--- src/rtl/insn_fetch.sv ---
// Prefetching instruction-fetch unit. Streams sequential words from a
// variable-latency memory port into a small queue and presents the word that
// matches the core's current address. A non-sequential core address flushes
// the queue and redirects fetching; an in-flight request that became stale is
// drained (its data dropped) before the new stream starts.

`ifndef RESETVECTOR
`define RESETVECTOR 32'h0000_0000
`endif

module insn_fetch #(
  parameter int          DEPTH      = 4,
  parameter logic [31:0] RESET_ADDR = `RESETVECTOR
) (
  input  logic        clk,
  input  logic        reset_n,
  input  logic [31:0] core_addr,
  output logic [31:0] core_data,
  output logic        core_ready,
  output logic        mem_req,
  output logic [31:0] mem_addr,
  input  logic        mem_ack,
  input  logic [31:0] mem_data
);

  localparam int AW = $clog2(DEPTH);
  localparam int PW = AW + 1;
  localparam logic [PW-1:0] DEPTH_P = PW'(DEPTH);

  typedef enum logic [1:0] {
    S_IDLE  = 2'd0,
    S_REQ   = 2'd1,
    S_DRAIN = 2'd2
  } state_t;

  state_t        r_state;
  state_t        w_state_next;

  logic [PW-1:0] r_rd_ptr;
  logic [PW-1:0] r_wr_ptr;
  logic [PW-1:0] w_rd_ptr_next;
  logic [PW-1:0] w_wr_ptr_next;

  logic [31:0]   r_fa;
  logic [31:0]   w_fa_next;
  logic [31:0]   r_mem_addr;
  logic [31:0]   w_mem_addr_next;

  logic [31:0]   r_q_addr [DEPTH];
  logic [31:0]   r_q_data [DEPTH];

  logic [AW-1:0] w_rd_idx;
  logic [AW-1:0] w_wr_idx;
  logic          w_empty;
  logic          w_full;
  logic [PW-1:0] w_count;
  logic [PW-1:0] w_count_after;
  logic          w_space_after;

  logic [31:0]   w_head_addr;
  logic [31:0]   w_head_data;
  logic [31:0]   w_exp_addr;
  logic          w_hit;
  logic          w_pop;
  logic          w_redirect;
  logic          w_ack;
  logic          w_push;

  // Queue bookkeeping: extra pointer MSB distinguishes full from empty.
  assign w_rd_idx    = r_rd_ptr[AW-1:0];
  assign w_wr_idx    = r_wr_ptr[AW-1:0];
  assign w_empty     = (r_rd_ptr == r_wr_ptr);
  assign w_full      = (r_rd_ptr[PW-1] != r_wr_ptr[PW-1]) &&
                       (r_rd_ptr[AW-1:0] == r_wr_ptr[AW-1:0]);
  assign w_count     = r_wr_ptr - r_rd_ptr;
  assign w_head_addr = r_q_addr[w_rd_idx];
  assign w_head_data = r_q_data[w_rd_idx];

  // Classification of the core address against the expected address.
  // When empty, the expected address is the next fetch address so a core
  // waiting on the stream being fetched is not mistaken for a branch.
  assign w_exp_addr  = w_empty ? r_fa : w_head_addr;
  assign w_hit       = !w_empty && (core_addr == w_exp_addr);
  assign w_pop       = !w_empty && (core_addr == (w_exp_addr + 32'd1));
  assign w_redirect  = (core_addr != w_exp_addr) && !w_pop;

  // Acks are only meaningful while a request is actually on the port.
  // Data of a stale request (draining, or killed by a same-cycle redirect)
  // never enters the queue.
  assign w_ack       = mem_ack && (r_state != S_IDLE);
  assign w_push      = w_ack && (r_state == S_REQ) && !w_redirect;

  // Occupancy after this edge decides whether a back-to-back request fits.
  assign w_count_after = w_count + PW'(1) - {{(PW-1){1'b0}}, w_pop};
  assign w_space_after = (w_count_after < DEPTH_P);

  assign core_ready  = w_hit;
  assign core_data   = w_empty ? 32'd0 : w_head_data;
  assign mem_req     = (r_state != S_IDLE);
  assign mem_addr    = r_mem_addr;

  // Next-state, pointer and fetch-address logic.
  always_comb begin
    w_state_next    = r_state;
    w_rd_ptr_next   = r_rd_ptr;
    w_wr_ptr_next   = r_wr_ptr;
    w_fa_next       = r_fa;
    w_mem_addr_next = r_mem_addr;

    // A redirect flushes everything; otherwise pop and push are independent.
    if (w_redirect) begin
      w_rd_ptr_next = r_wr_ptr;
      w_fa_next     = core_addr;
    end else begin
      if (w_pop) begin
        w_rd_ptr_next = r_rd_ptr + PW'(1);
      end
      if (w_push) begin
        w_wr_ptr_next = r_wr_ptr + PW'(1);
        w_fa_next     = r_fa + 32'd1;
      end
    end

    // Every new request is issued at the fetch address as it will be after
    // this edge, so redirects and pushes are folded in automatically.
    case (r_state)
      S_IDLE: begin
        if (w_redirect || !w_full) begin
          w_state_next    = S_REQ;
          w_mem_addr_next = w_fa_next;
        end
      end
      S_REQ: begin
        if (w_ack) begin
          if (w_redirect || w_space_after) begin
            w_state_next    = S_REQ;
            w_mem_addr_next = w_fa_next;
          end else begin
            w_state_next = S_IDLE;
          end
        end else if (w_redirect) begin
          // The memory owns the request now; keep it on the port untouched.
          w_state_next = S_DRAIN;
        end
      end
      S_DRAIN: begin
        if (w_ack) begin
          w_state_next    = S_REQ;
          w_mem_addr_next = w_fa_next;
        end
      end
      default: begin
        w_state_next = S_IDLE;
      end
    endcase
  end

  // Control state with asynchronous reset; abandons any request instantly.
  always_ff @(posedge clk or negedge reset_n) begin
    if (!reset_n) begin
      r_state    <= S_IDLE;
      r_rd_ptr   <= '0;
      r_wr_ptr   <= '0;
      r_fa       <= RESET_ADDR;
      r_mem_addr <= RESET_ADDR;
    end else begin
      r_state    <= w_state_next;
      r_rd_ptr   <= w_rd_ptr_next;
      r_wr_ptr   <= w_wr_ptr_next;
      r_fa       <= w_fa_next;
      r_mem_addr <= w_mem_addr_next;
    end
  end

  // Queue storage; contents need no reset since pointers gate visibility.
  always_ff @(posedge clk) begin
    if (w_push) begin
      r_q_addr[w_wr_idx] <= r_mem_addr;
      r_q_data[w_wr_idx] <= mem_data;
    end
  end

endmodule

--- config.mk ---
export PLATFORM = sky130hd
export DESIGN_NAME = insn_fetch
export DESIGN_NICKNAME = d
export VERILOG_FILES = /design/src/rtl/insn_fetch.sv
export SDC_FILE = /design/constraint.sdc
export NUM_CORES = 1
export LEC_CHECK = 0
export ABC_AREA = 1
export CAP_MARGIN = 5
export CORE_UTILIZATION = 53
export DETAILED_ROUTE_END_ITERATION = 8
export PLACE_DENSITY = 0.81
export SKIP_LAST_GASP = 1
export SYNTH_ARGS = -nofsm -noshare
export SYNTH_HDL_FRONTEND = slang
export SYNTH_SLANG_ARGS = --single-unit
--- constraint.sdc ---
create_clock -name clk -period 5.6 [get_ports clk]
set_clock_uncertainty 0.1 [all_clocks]
set_input_delay 1.68 -clock clk [delete_from_list [all_inputs] [get_ports clk]]
set_output_delay 1.68 -clock clk [all_outputs]
set_load 0.01 [all_outputs]
==> results.cfg, run 1 <==
[sta]
fmax_ghz = 0.182
finalSetupViolCount = 0
hold_viol = 0
min_period_ps = 5500
maxSlewHeadroom = 0.432
fin_crit_sh = 0.983
worst_pin_slew_ps = 850
slew_viol_final = 0
tns_ps = 0

[critical_path]
cp-endpoint = core_ready
r2r-start = r_wr_ptr[1]$_DFFE_PN0P_
path_class = in -> out
crit_arrival_ps = 3720
cp_max_fo = 2
r2r_cells = 30
r2r_slack_ps = 330
reg2reg_to = mem_addr[30]$_DFFE_PN0P_
cp-start-kind = input pin
crit_required_ps = 3820
cp-startpoint = core_addr[7]
end_kind = output port

[synthesis]
syn_area_sq_um = 17000
ys_seq_area_frac = 0.559
yosysUniqueCellTypes = 47
synth.net_count = 1940
ys_seq_elements = 328
syn_area_per_cell_sq_um = 9.13
ys_warn_count = 0
syn-instance-count = 1860

[status]
status = finished, final reports clean

[route]
firstDrtPassIters = 6
routed_wl_mm = 46.4
drc = 0
vias_per_cell = 5.47
detail_route.wl_per_cell_um = 18.6
vias = 13600
drtIter0Drc = 1392
antenna_left = 0

[global_routing]
grt_pass1_wl_mm = 73.3
track_usage = 0.287
grt_pass1_vias = 13600
grt.overflow.total = 0
antenna_found_initial = 0
grt_max_degree = 65

[layout]
layout_common_cells = nand2_1, edfxtp_1, nor2_1, inv_1, clkdlybuf4s50_1
fillers = 2519
layoutNonFillerInstCount = 2491
diodes = 0
syn2layout_area_growth_pct = 20.0
fin_nets = 2143
drive_gt1_frac = 0.146
final_common_cell = nand2_1

[pwr]
powerDensity_nw_per_um2 = 319
p_leak_nw = 8.65
ir_drop_v = 0.000288
p_total_mw = 6.50

[floorplan]
start_util = 0.538
die_area_sq_um = 32800
io_pins = 133
die_w_um = 181
coreArea_sq_um = 31600
die_y_um = 181
std_cell_rows = 65

[cts]
cts_htree_levels = 2
clock-sinks = 328
cts.reportedPaths.clkPinSlew_ps = 70
cts_buffers = 34
postCtsHoldBufs = 0
clockRootBuffer = clkbuf_16
cts_tree = done
cts_buffer_depth = 3
clk-insertion-delay-late_ps = 510

[place]
gp_congestion = 1.00
io_buffers = 132
place_hpwl_mm = 32.4
dp_cells = 2426

[min_path]
worstHoldPathType = reg -> reg

[flow_run]
max_cap_viol_count = 0
==> cell type report <==
type	instances	area, sq um	area share
clock inverters	13	58.8	0.00289
inverters	188	706	0.0346
repair buffers	246	2300	0.113
clock buffers	49	981	0.0482
multi-input cells	1265	6320	0.310
well taps	402	503	0.0247
flip-flops and latches	328	9490	0.466
==> worst min path at each step <==
| stage | start | end | slack [ps] | depth (start not counted) |
|---|---|---|---|---|
| finish | r_wr_ptr[2]$_DFFE_PN0P_ | r_wr_ptr[2]$_DFFE_PN0P_ | 400 | 1 |
| CTS | r_wr_ptr[2]$_DFFE_PN0P_ | r_wr_ptr[2]$_DFFE_PN0P_ | 390 | 1 |
| global placement | r_wr_ptr[2]$_DFFE_PN0P_ | r_wr_ptr[2]$_DFFE_PN0P_ | 380 | 1 |
| floorplan | r_wr_ptr[2]$_DFFE_PN0P_ | r_wr_ptr[2]$_DFFE_PN0P_ | 360 | 1 |
| global route | r_wr_ptr[2]$_DFFE_PN0P_ | r_wr_ptr[2]$_DFFE_PN0P_ | 420 | 1 |
| detailed placement | r_wr_ptr[2]$_DFFE_PN0P_ | r_wr_ptr[2]$_DFFE_PN0P_ | 380 | 1 |
==> power breakdown <==
group	total [mW]	internal, mW	switching, mW	leakage [nW]
Clock	2.11	1.22	0.890	0.498
Sequential	3.14	2.91	0.234	3.16
Combinational	1.26	0.546	0.709	5.00
==> registers in the layout, summed over array words and instances, names as in the netlist <==
| signal | flops |
|---|---|
| r_state | 2 |
| r_q_addr | 128 |
| r_wr_ptr | 3 |
| r_rd_ptr | 3 |
| mem_addr | 32 |
| r_fa | 32 |
| r_q_data | 128 |
==> synthesized netlist by cell type, drive strengths merged <==
master / instances / area share
ha: 12 / 0.0088
fa: 1 / 0.0012
or2: 30 / 0.011
nand2: 579 / 0.13
nor4: 9 / 0.0041
o221ai: 2 / 0.0010
dfrtp: 72 / 0.11
nand3b: 6 / 0.0029
clkbuf: 26 / 0.0057
xnor2: 10 / 0.0063
o21ai: 105 / 0.037
o31ai: 2 / 0.00088
xor2: 49 / 0.026
inv: 188 / 0.042
o21bai: 2 / 0.00088
a31oi: 1 / 0.00037
nand3: 99 / 0.031
nand4: 59 / 0.024
a21oi: 1 / 0.00029
edfxtp: 256 / 0.45
buf: 53 / 0.026
o2111ai: 2 / 0.0010
a211oi: 1 / 0.00044
o211ai: 1 / 0.00044
nor3: 12 / 0.0035
nor2: 250 / 0.062
o22ai: 32 / 0.012
==> through the flow <==
stage	cell area, sq um	worst slack (ps)	hold slack, ps	utilization
floorplan	17000	-659	363	-
global placement	19200	-238	381	0.609
detailed placement	19200	-271	379	0.609
CTS	20300	25.4	392	0.644
global route	20400	-11.2	418	0.645
finish	20400	97.2	399	0.645
==> cell families after synthesis <==
group	synth area share
simple gates	0.272
flops	0.559
buf+inv	0.0732
compound gates	0.0539
xor+xnor	0.0320
fa+ha+maj	0.0100
==> metal layers <==
layer  wire, um  track usage  vias to the layer above  share of wire
met5          0            0                        -              0
met3       2710       0.0359                       96          0.058
met1      19100        0.369                     6525           0.41
met4       1320       0.0946                        0          0.028
met2      23300        0.503                      505           0.50
li1           -            -                     6505              -
==> worst max-delay path, stage by stage <==
cell,delay [ps]
clkdlybuf4s50_1,550
inv_1,110
nand2_1,70
nand2_1,70
inv_1,110
buf_4,110
nand4_1,90
nor4_2,220
nand3_1,220
a31oi_2,200
dlygate4sd2_1,280
==> timing repair <==
action,4_1_cts,5_1_grt
endpoints found under the setup margin,1,33
gates resized for setup,7,7
endpoints found under the hold margin,0,0
setup buffers,1,2
pin swaps,2,4
No activity file was read; power rests on OpenSTA's default activity.
==> run 2, diff against run 1 <==
Settings changed: SLEW_MARGIN set to 25.
==> results of run 2 <==
No change in the layout: final DEF, timing and power equal those of run 1.
